==> src/rtl/bit_serial_adder.sv <==
// LSB-first bit-serial adder: one full-add cell, registered carry, start/busy/done handshake.
// Latency: done in the cycle after edge WIDTH following acceptance; start is ignored unless idle.
module bit_serial_adder #(
  parameter int WIDTH = 8
) (
  input  logic             clk,
  input  logic             rst_n,
  input  logic             start,
  input  logic [WIDTH-1:0] a,
  input  logic [WIDTH-1:0] b,
  output logic             busy,
  output logic             done,
  output logic [WIDTH-1:0] sum,
  output logic             carry_out,
  output logic             bit_a,
  output logic             bit_b,
  output logic             bit_cin
);

  localparam int CW = (WIDTH > 2) ? $clog2(WIDTH) : 1;
  localparam logic [CW-1:0] LAST = CW'(WIDTH - 1);

  typedef enum logic [1:0] {
    IDLE = 2'd0,
    RUN  = 2'd1,
    DONE = 2'd2
  } state_t;

  state_t           state, state_nxt;
  logic [WIDTH-1:0] sh_a, sh_b, res, res_nxt;
  logic             carry;
  logic [CW-1:0]    cnt;
  logic             s_bit, c_nxt, last;

  assign s_bit   = sh_a[0] ^ sh_b[0] ^ carry;
  assign c_nxt   = (sh_a[0] & sh_b[0]) | (sh_a[0] & carry) | (sh_b[0] & carry);
  assign last    = (cnt == LAST);
  assign res_nxt = {s_bit, res[WIDTH-1:1]};

  assign busy    = (state == RUN);
  assign done    = (state == DONE);
  assign bit_a   = busy & sh_a[0];
  assign bit_b   = busy & sh_b[0];
  assign bit_cin = busy & carry;

  always_ff @(posedge clk or negedge rst_n) begin
    if (!rst_n) state <= IDLE;
    else        state <= state_nxt;
  end

  always_comb begin
    state_nxt = state;
    case (state)
      IDLE:    if (start) state_nxt = RUN;
      RUN:     if (last)  state_nxt = DONE;
      DONE:    state_nxt = IDLE;
      default: state_nxt = IDLE;
    endcase
  end

  always_ff @(posedge clk or negedge rst_n) begin
    if (!rst_n) begin
      sh_a      <= '0;
      sh_b      <= '0;
      res       <= '0;
      carry     <= 1'b0;
      cnt       <= '0;
      sum       <= '0;
      carry_out <= 1'b0;
    end else begin
      case (state)
        IDLE: begin
          if (start) begin
            sh_a  <= a;
            sh_b  <= b;
            res   <= '0;
            carry <= 1'b0;
            cnt   <= '0;
          end
        end
        RUN: begin
          res   <= res_nxt;
          sh_a  <= {1'b0, sh_a[WIDTH-1:1]};
          sh_b  <= {1'b0, sh_b[WIDTH-1:1]};
          carry <= c_nxt;
          cnt   <= cnt + CW'(1);
          // Publish the result on the final bit's edge so it is valid alongside done.
          if (last) begin
            sum       <= res_nxt;
            carry_out <= c_nxt;
          end
        end
        default: ;
      endcase
    end
  end

endmodule

==> config.mk <==
export PLATFORM = sky130hd
export DESIGN_NAME = bit_serial_adder
export DESIGN_NICKNAME = d
export VERILOG_FILES = /design/src/rtl/bit_serial_adder.sv
export SDC_FILE = /design/constraint.sdc
export NUM_CORES = 1
export LEC_CHECK = 0
export CAP_MARGIN = 20
export CORE_MARGIN = 1
export CORE_UTILIZATION = 45
export DETAILED_ROUTE_END_ITERATION = 10
export PLACE_DENSITY = 0.8
export SYNTH_ARGS = -nofsm -noshare
export SYNTH_HDL_FRONTEND = slang
export SYNTH_SLANG_ARGS = --single-unit
==> constraint.sdc <==
create_clock -name clk -period 1.4 [get_ports clk]
set_input_delay 0.35 -clock clk [delete_from_list [all_inputs] [get_ports clk]]
set_output_delay 0.35 -clock clk [all_outputs]
set_load 0.05 [all_outputs]
After elaboration in Yosys (flattened, before gate mapping)
Index checks and enable logic that the tools add are counted. Widths: inputs -> output; s select.

Logic and storage cells: 42. Bits of input ports: 19. Bits in registers: 39.

Add/sub/neg operators: 1. Bitwise gates (word level): 10. Equality and inequality tests: 5. Muxes and demuxes: 13. Reductions and logical operators: 5.

Operators by type and width (count): $pmux 8 s2 (3); $mux 8 (3); $and 1x1->1 (6); $pmux 3 s2 (1); $reduce_and 2->1 (3); $mux 2 (2); $pmux 2 s2 (1); $add 3x1->3 const B (1); $eq 3x3->1 const B (1); $mux 3 (1); $eq 2x1->1 const B (1); $eq 2x2->1 const B (1); $logic_not 2->1 (1); $ne 2x1->1 const B (1); $ne 2x2->1 const B (1); $or 1x1->1 (2); $pmux 1 s2 (1); $reduce_bool 2->1 (1); $xor 1x1->1 (2); $mux 1 (1).

Longest topological paths before layout
Gate-level depths: netlist of run 1.

Depth in word-level cells: 4. Gate-level depth with buffers: 6. Depth with buffers taken out: 5.

Least setup slack after synthesis of run 1
No wires, ideal clock.

Path type: reg-to-output. Start point: register state[1]. End point: output bit_a. Arrival time: 1409 ps. Data required time: 1050 ps. Buffers on the path: 2. Stages on the path, launching flop included: 6. Setup slack: -359 ps. Cells stage by stage: dfrtp_1 > nand2b_1 > buf_6 > inv_8 > buf_6 > and2_1.

Word-level cells in the longest chain between the ends: 2.

RTL lines: start: declaration (line 29) `state_t state, state_nxt;`; start signal: assignment (line 48) `else state <= state_nxt;`; $eq 2x1->1 (line 40) `assign busy = (state == RUN);`; via busy (line 11) `output logic busy,`; $and 1x1->1 (line 42) `assign bit_a = busy & sh_a[0];`; end: declaration (line 15) `output logic bit_a,`.

The timed path passes the listed nets, and every way through them passes these cells.

Final worst setup path of run 1
Start point: register state[1]. End point: output bit_a.

Word-level cells in the longest chain between the ends: 2.

RTL lines (line): $eq 2x1->1 (40); $and 1x1->1 (42).

No other way between the ends.

==> qor.txt, run 1 <==
Status -> finished with violations
Failing checks -> setup timing
Util after Layout -> 0.7466
Die width -> 63.06 um
Setup crit start -> state[1]
Top Usage Layer GRT -> met2
CP Capture Point -> bit_a
Ys async rst share -> 1.000
Final hold slack -> 0.4485 ns
Leak -> 1.144 nW
PortBufs -> 32
Clk_skew -> 0.004356 ns
Seq/Total Area, Yosys -> 0.5667
Worst VDD drop -> 1236 uV
Flop-to-flop setup slack -> -0.09 ns
Min-delay worst type -> in2async
Total GRT Usage -> 0.2253
Initial Utilization -> 0.4875
Area contributors post-synth -> dfrtp_1, o22ai_1, mux2_4
Crit Reg-Reg Endpoint -> sh_b[4]
Number of global-route vias before repair -> 1406
Power Density -> 2500 nW/um^2
Met1 Usage GRT -> 0.2536
Fin crit period -> 1.547 ns
Max-cap violation count -> 0
Initial antenna violation count -> 0
Final Cell Area -> 2570 um^2
CTS root buf -> clkbuf_8
Sinks on Clock Net -> 38
Gpl congestion -> 0.8458
Largest net degree at the start of global routing -> 39
TritonRoute pass-1 iters -> 4
Worst R2R Start -> state[1]
Setup TNS -> -0.8655 ns
CTS tree -> yes
Yosys cell types -> 23
CP Max Fanout -> 6
Hold Vio Cnt, Final -> 0
Met3 Use GR -> 0.07065
Synthesized area per cell -> 12.16 um^2
Clk_lat worst skew -> 0.30 ns
Place WS -> -0.1908 ns
CTS Hold Buffers Added -> 0
Mapped Cells -> 138
CTS Buf Count -> 5
Leading area contributor after synthesis -> dfrtp_1
Clock buffer depth -> 2
Relative slew slack -> 0.6935
# diodes -> 0
GRT met2 Usage -> 0.3911
Proportion of layout cells with a drive suffix above 1 -> 0.3968
Fin. max-slew vios -> 0
Fmax -> 0.6466 GHz
Post-route insts no fill -> 235
Residual DRC count -> 0
Slew @ Worst Pin -> 0.4593 ns
Placed inst area -> 2267 um^2
Core ar. -> 3442 um^2
Critical Path RT -> 1.05 ns
CP Capture Type -> primary output
Final wirelength -> 4.079 mm
Mapped Area -> 1678 um^2
Yosys top cell area share -> 0.5667
Dpl cells -> 219
Setup-failing EPs final -> 13
Primary FF master, synth -> dfrtp_1
Synthesized flop and latch total -> 38
Final ANT Viol Nets -> 0
Fillers -> 219
Die H -> 63.06 um
Initial DRC count -> 63
Nets -> 210
Worst-case reg-to-reg path depth -> 6
Grt ovf -> 0
WL per Instance -> 17.36 um
Startpoint Class -> flip-flop
First-pass GRT wire length -> 6.720 mm
Area grow syn2layout -> 53.17%
CTS H-tree lvls -> 2
Commonest cells post-synth -> dfrtp_1, o22ai_1, a21oi_1, a22o_1, mux2_4
Post-synth EDFFs -> 0
DIE AREA -> 3977 um^2
Vias/cell -> 5.694
Row cnt -> 21
Clock transition at path regs -> 0.07 ns
Crit Path Class -> reg2out
Ports -> 33
Top-count cell post-synth -> dfrtp_1
Syn_nets -> 160
Via Count -> 1338
Final Worst Setup Slack -> -0.1465 ns
Detailed placement HPWL -> 2.672 mm
RSZ-0062 raised after global routing -> yes
Critical path arrival -> 1.20 ns
Tot Pwr -> 6.425 mW
Synth warn -> 0
Tcrit/Tclk final -> 1.105
[final cells by class]
type	instances	area, um^2	area share
Clock inverter	1	30.03	0.01168
Clock buffer	7	76.32	0.02970
Tap cell	46	57.56	0.02240
Inverter	5	28.78	0.01120
Timing Repair Buffer	52	646.9	0.2517
Sequential cell	38	952.2	0.3705
Multi-Input combinational cell	86	778.2	0.3028
[state kept, by name, indices dropped and copies added, names as in the netlist]
name and flops:
res 7, sum 8, sh_a 8, state 2, sh_b 8, carry_out 1
cnt 3, carry 1
[logic make-up after synthesis]
group | after synthesis | share of synthesized area
AO/OA/AOI/OAI | 58 | 0.2163
flip-flops | 38 | 0.5667
buffers and inverters | 15 | 0.05220
AND/OR/NAND/NOR | 15 | 0.05742
multiplexers | 9 | 0.08054
adder cells (fa/ha/maj) | 3 | 0.02684
[worst max-delay path, cell delays in order, from the launching register on]
cell and delay, ns:
dfrtp_1 0.39, nand2b_4 0.17, inv_8 0.07, and2_4 0.14, buf_12 0.13
[layer usage]
metal | vias up | share of wire
li1 | 613 | -
met1 | 678 | 0.41
met2 | 37 | 0.52
met3 | 10 | 0.047
met4 | 0 | 0.021
met5 | - | 0
[power breakdown]
group,internal (mW),switching [mW],leakage [nW]
clock,0.533,0.378,0.0524
sequential,1.59,0.474,0.466
combinational,1.79,1.66,0.626
[worst min path at each step]
| stage | start | cells after the start | slack (ns) | endpoint |
|---|---|---|---|---|
| after floorplan | rst_n | 0 | 0.05 | carry |
| after global placement | cnt[1] | 1 | 0.49 | cnt[1] |
| after detailed placement | cnt[2] | 1 | 0.49 | cnt[2] |
| after CTS | rst_n | 2 | 0.48 | res[7] |
| after global routing | rst_n | 2 | 0.47 | res[6] |
| final | rst_n | 2 | 0.45 | res[7] |
[placed cells by master (no fill, tap or decap), types with 2 or more instances in the layout]
master	instances
dfrtp_1	37
clkdlybuf4s50_1	18
buf_12	16
buf_4	15
a21oi_1	14
o22ai_2	13
o22ai_1	13
a22o_1	10
mux2_4	9
o21ai_0	5
clkbuf_8	5
and2_4	3
inv_1	3
nand2_1	3
buf_6	3
nand2b_4	2
nor2b_1	2
nor2_1	2
clkbuf_1	2
[repair_timing]
action                     in CTS  in global routing
setup endpoints to repair      14                 13
pin swaps                       1                 18
cloned                          1                  0
buffers inserted                5                  2
resized for setup               4                 23
No activity file was read; power rests on OpenSTA's default activity.
==> run 2, diff against run 1 <==
--- a/config.mk
+++ b/config.mk
@@ -9,7 +9,8 @@
 export CORE_MARGIN = 1
 export CORE_UTILIZATION = 45
 export DETAILED_ROUTE_END_ITERATION = 10
-export PLACE_DENSITY = 0.8
+export PLACE_DENSITY = 0.76
+export SKIP_CTS_REPAIR_TIMING = 1
 export SYNTH_ARGS = -nofsm -noshare
 export SYNTH_HDL_FRONTEND = slang
 export SYNTH_SLANG_ARGS = --single-unit
==> run 2 against run 1 <==
- the run still ends with setup timing left
- sequential power shrank 2%
- global-route usage shrank 2.0 points
- sequential share of layout area grew 0.72 points
- final area shrank 1.9%
- highest routed layer unchanged
- critical endpoint unchanged
==> qor.txt, run 2 (same netlist as run 1, synthesis figures left out) <==
Fin crit period -> 1.590 ns (+0.04365 ns)
Min-delay worst type -> in2async
Grt ovf -> 0 (unchanged)
Sinks on Clock Net -> 38 (unchanged)
Clk_skew -> 0.003700 ns (-0.0006556 ns)
RSZ-0062 raised after global routing -> yes
Final hold slack -> 0.4385 ns (-0.009966 ns)
Fin. max-slew vios -> 0 (unchanged)
Final wirelength -> 3.975 mm (-2.5%)
Reg area -> 952.2 um^2 (unchanged)
Hold Vio Cnt, Final -> 0 (unchanged)
Area occupied by multi-input gates -> 698.2 um^2 (-10%)
Max-cap violation count -> 0 (unchanged)
Die width -> 63.06 um (unchanged)
P_int -> 4.116 mW (+5.3%)
CTS root buf -> clkbuf_8
Setup-failing EPs final -> 5 (-8)
Die H -> 63.06 um (unchanged)
Clk_lat worst skew -> 0.29 ns (about the same)
Startpoint Class -> flip-flop
Largest net degree at the start of global routing -> 39 (unchanged)
Setup crit start -> state[0]
Initial Utilization -> 0.4875 (unchanged)
Worst R2R Start -> state[0]
Biggest regs -> sh_a (8), sh_b (8), sum (8)
Logic gate share of total power -> 0.519 (-0.018)
WL per Instance -> 16.77 um (-3.4%)
Switching share of power -> 0.3765 (-0.01499)
# diodes -> 0 (unchanged)
Row cnt -> 21 (unchanged)
NetSw -> 2.486 mW (-1.2%)
CTS Buf Count -> 5 (unchanged)
PortBufs -> 32 (unchanged)
Status -> finished with violations
Final ANT Viol Nets -> 0 (unchanged)
Most common cell after layout, fill and taps aside -> dfrtp_1
First-pass GRT wire length -> 6.078 mm (-9.6%)
Tot Pwr -> 6.602 mW (+2.8%)
Nets -> 212 (+0.95%)
CP Max Fanout -> 6 (unchanged)
Critical path arrival -> 1.24 ns (+0.04 ns)
Crit Reg-Reg Endpoint -> sh_b[4]
Detailed placement HPWL -> 2.558 mm (-4.3%)
Via Count -> 1344 (+0.45%)
Core ar. -> 3442 um^2 (unchanged)
CP Capture Type -> primary output
Slew @ Worst Pin -> 0.4387 ns (-0.02056 ns)
Initial DRC count -> 34 (-46%)
Area grow syn2layout -> 50.26%
Dpl cells -> 220 (+0.46%)
Proportion of layout cells with a drive suffix above 1 -> 0.3351 (-0.06175)
Flop-to-flop setup slack -> 0.02 ns (+0.11 ns)
Residual DRC count -> 0 (unchanged)
CTS tree -> yes
Final Worst Setup Slack -> -0.1902 ns (-0.04365 ns)
Sequential Power Share -> 0.308 (-0.014)
Gpl congestion -> 0.7857 (-7.1%)
Setup TNS -> -0.8763 ns (-0.01078 ns)
Fillers -> 218 (-0.46%)
Crit Path Class -> reg2out
TritonRoute pass-1 iters -> 4 (unchanged)
Power Density -> 2619 nW/um^2 (+4.7%)
Util after Layout -> 0.7325 (-0.01418)
Ports -> 33 (unchanged)
Clock power share -> 0.173 (+0.031)
Commonest cells after routing, fill and taps aside -> dfrtp_1, o22ai_1, buf_4, clkdlybuf4s50_1
Vias/cell -> 5.671 (-0.40%)
Leak -> 1.127 nW (-1.5%)
CTS H-tree lvls -> 2 (unchanged)
Initial antenna violation count -> 0 (unchanged)
Clock transition at path regs -> 0.07 ns (about the same)
Worst-case reg-to-reg path depth -> 4 (-2)
Post-route insts no fill -> 237 (+0.85%)
Clock buffer depth -> 2 (unchanged)
Fmax -> 0.6289 GHz (-2.7%)
Relative slew slack -> 0.7072 (+0.01372)
Failing checks -> setup timing
Total GRT Usage -> 0.2049 (-0.02033)
Number of global-route vias before repair -> 1324 (-5.8%)
Worst VDD drop -> 1171 uV (-5.3%)
DIE AREA -> 3977 um^2 (unchanged)
Tcrit/Tclk final -> 1.136 (+0.03118)
Critical Path RT -> 1.05 ns (about the same)
## run 2: cell count changes in the layout (fill, tap and decap cells not counted), moves of 2 or more
cell,delta
buf_4,+5
buf_6,-3
clkbuf_1,-2
o22ai_2,-13
o22ai_1,+13
## run 2: power by group through the flow
stage | clock network [mW] | logic, mW | registers, mW
floorplan | 0 | 1.66 | 2.26
global placement | 0 | 3.05 | 1.99
detailed placement | 0 | 3.15 | 2.02
CTS | 1.17 | 3.17 | 2.01
global route | 1.21 | 3.63 | 2.09
finish | 1.14 | 3.43 | 2.03
## run 2: final cells by class
type / instances / share of cell area
inverter: 5 / 0.01241
clock inverter: 2 / 0.02382
sequential: 38 / 0.3777
clock buffer: 6 / 0.03275
tap: 46 / 0.02283
multi-input combinational: 86 / 0.2769
timing repair buffer: 53 / 0.2501
timing repair inverter: 1 / 0.003474
## run 2: critical path, cell delays in order (launching register included)
cell and delay [ns]:
dfrtp_2 0.45, nand2b_4 0.13, clkinv_8 0.07, and2_4 0.15
buf_12 0.14
## run 2: how the worst max path moves through the flow
| stage | end | slack, ns | cells after the start |
|---|---|---|---|
| final | bit_a | -0.19 | 4 |
| after CTS | bit_a | -0.26 | 4 |
| after detailed placement | sh_b[7] | -0.23 | 5 |
| after floorplan | bit_b | -0.11 | 5 |
| after global placement | sh_b[4] | -0.18 | 4 |
| after global routing | bit_a | -0.23 | 4 |
## run 2: routing by layer
metal,track usage,part of all wire,vias to the layer above
met5,0,0,-
met4,0.1134,0.021,0
li1,-,-,620
met1,0.2383,0.41,662
met2,0.3481,0.52,53
met3,0.04529,0.051,9
## run 2: metrics by stage
step / setup slack, ns / instance area, um^2
floorplan: -0.1070 / 1709
global placement: -0.1801 / 2275
detailed placement: -0.2285 / 2275
CTS: -0.2599 / 2417
global route: -0.2292 / 2521
finish: -0.1902 / 2521
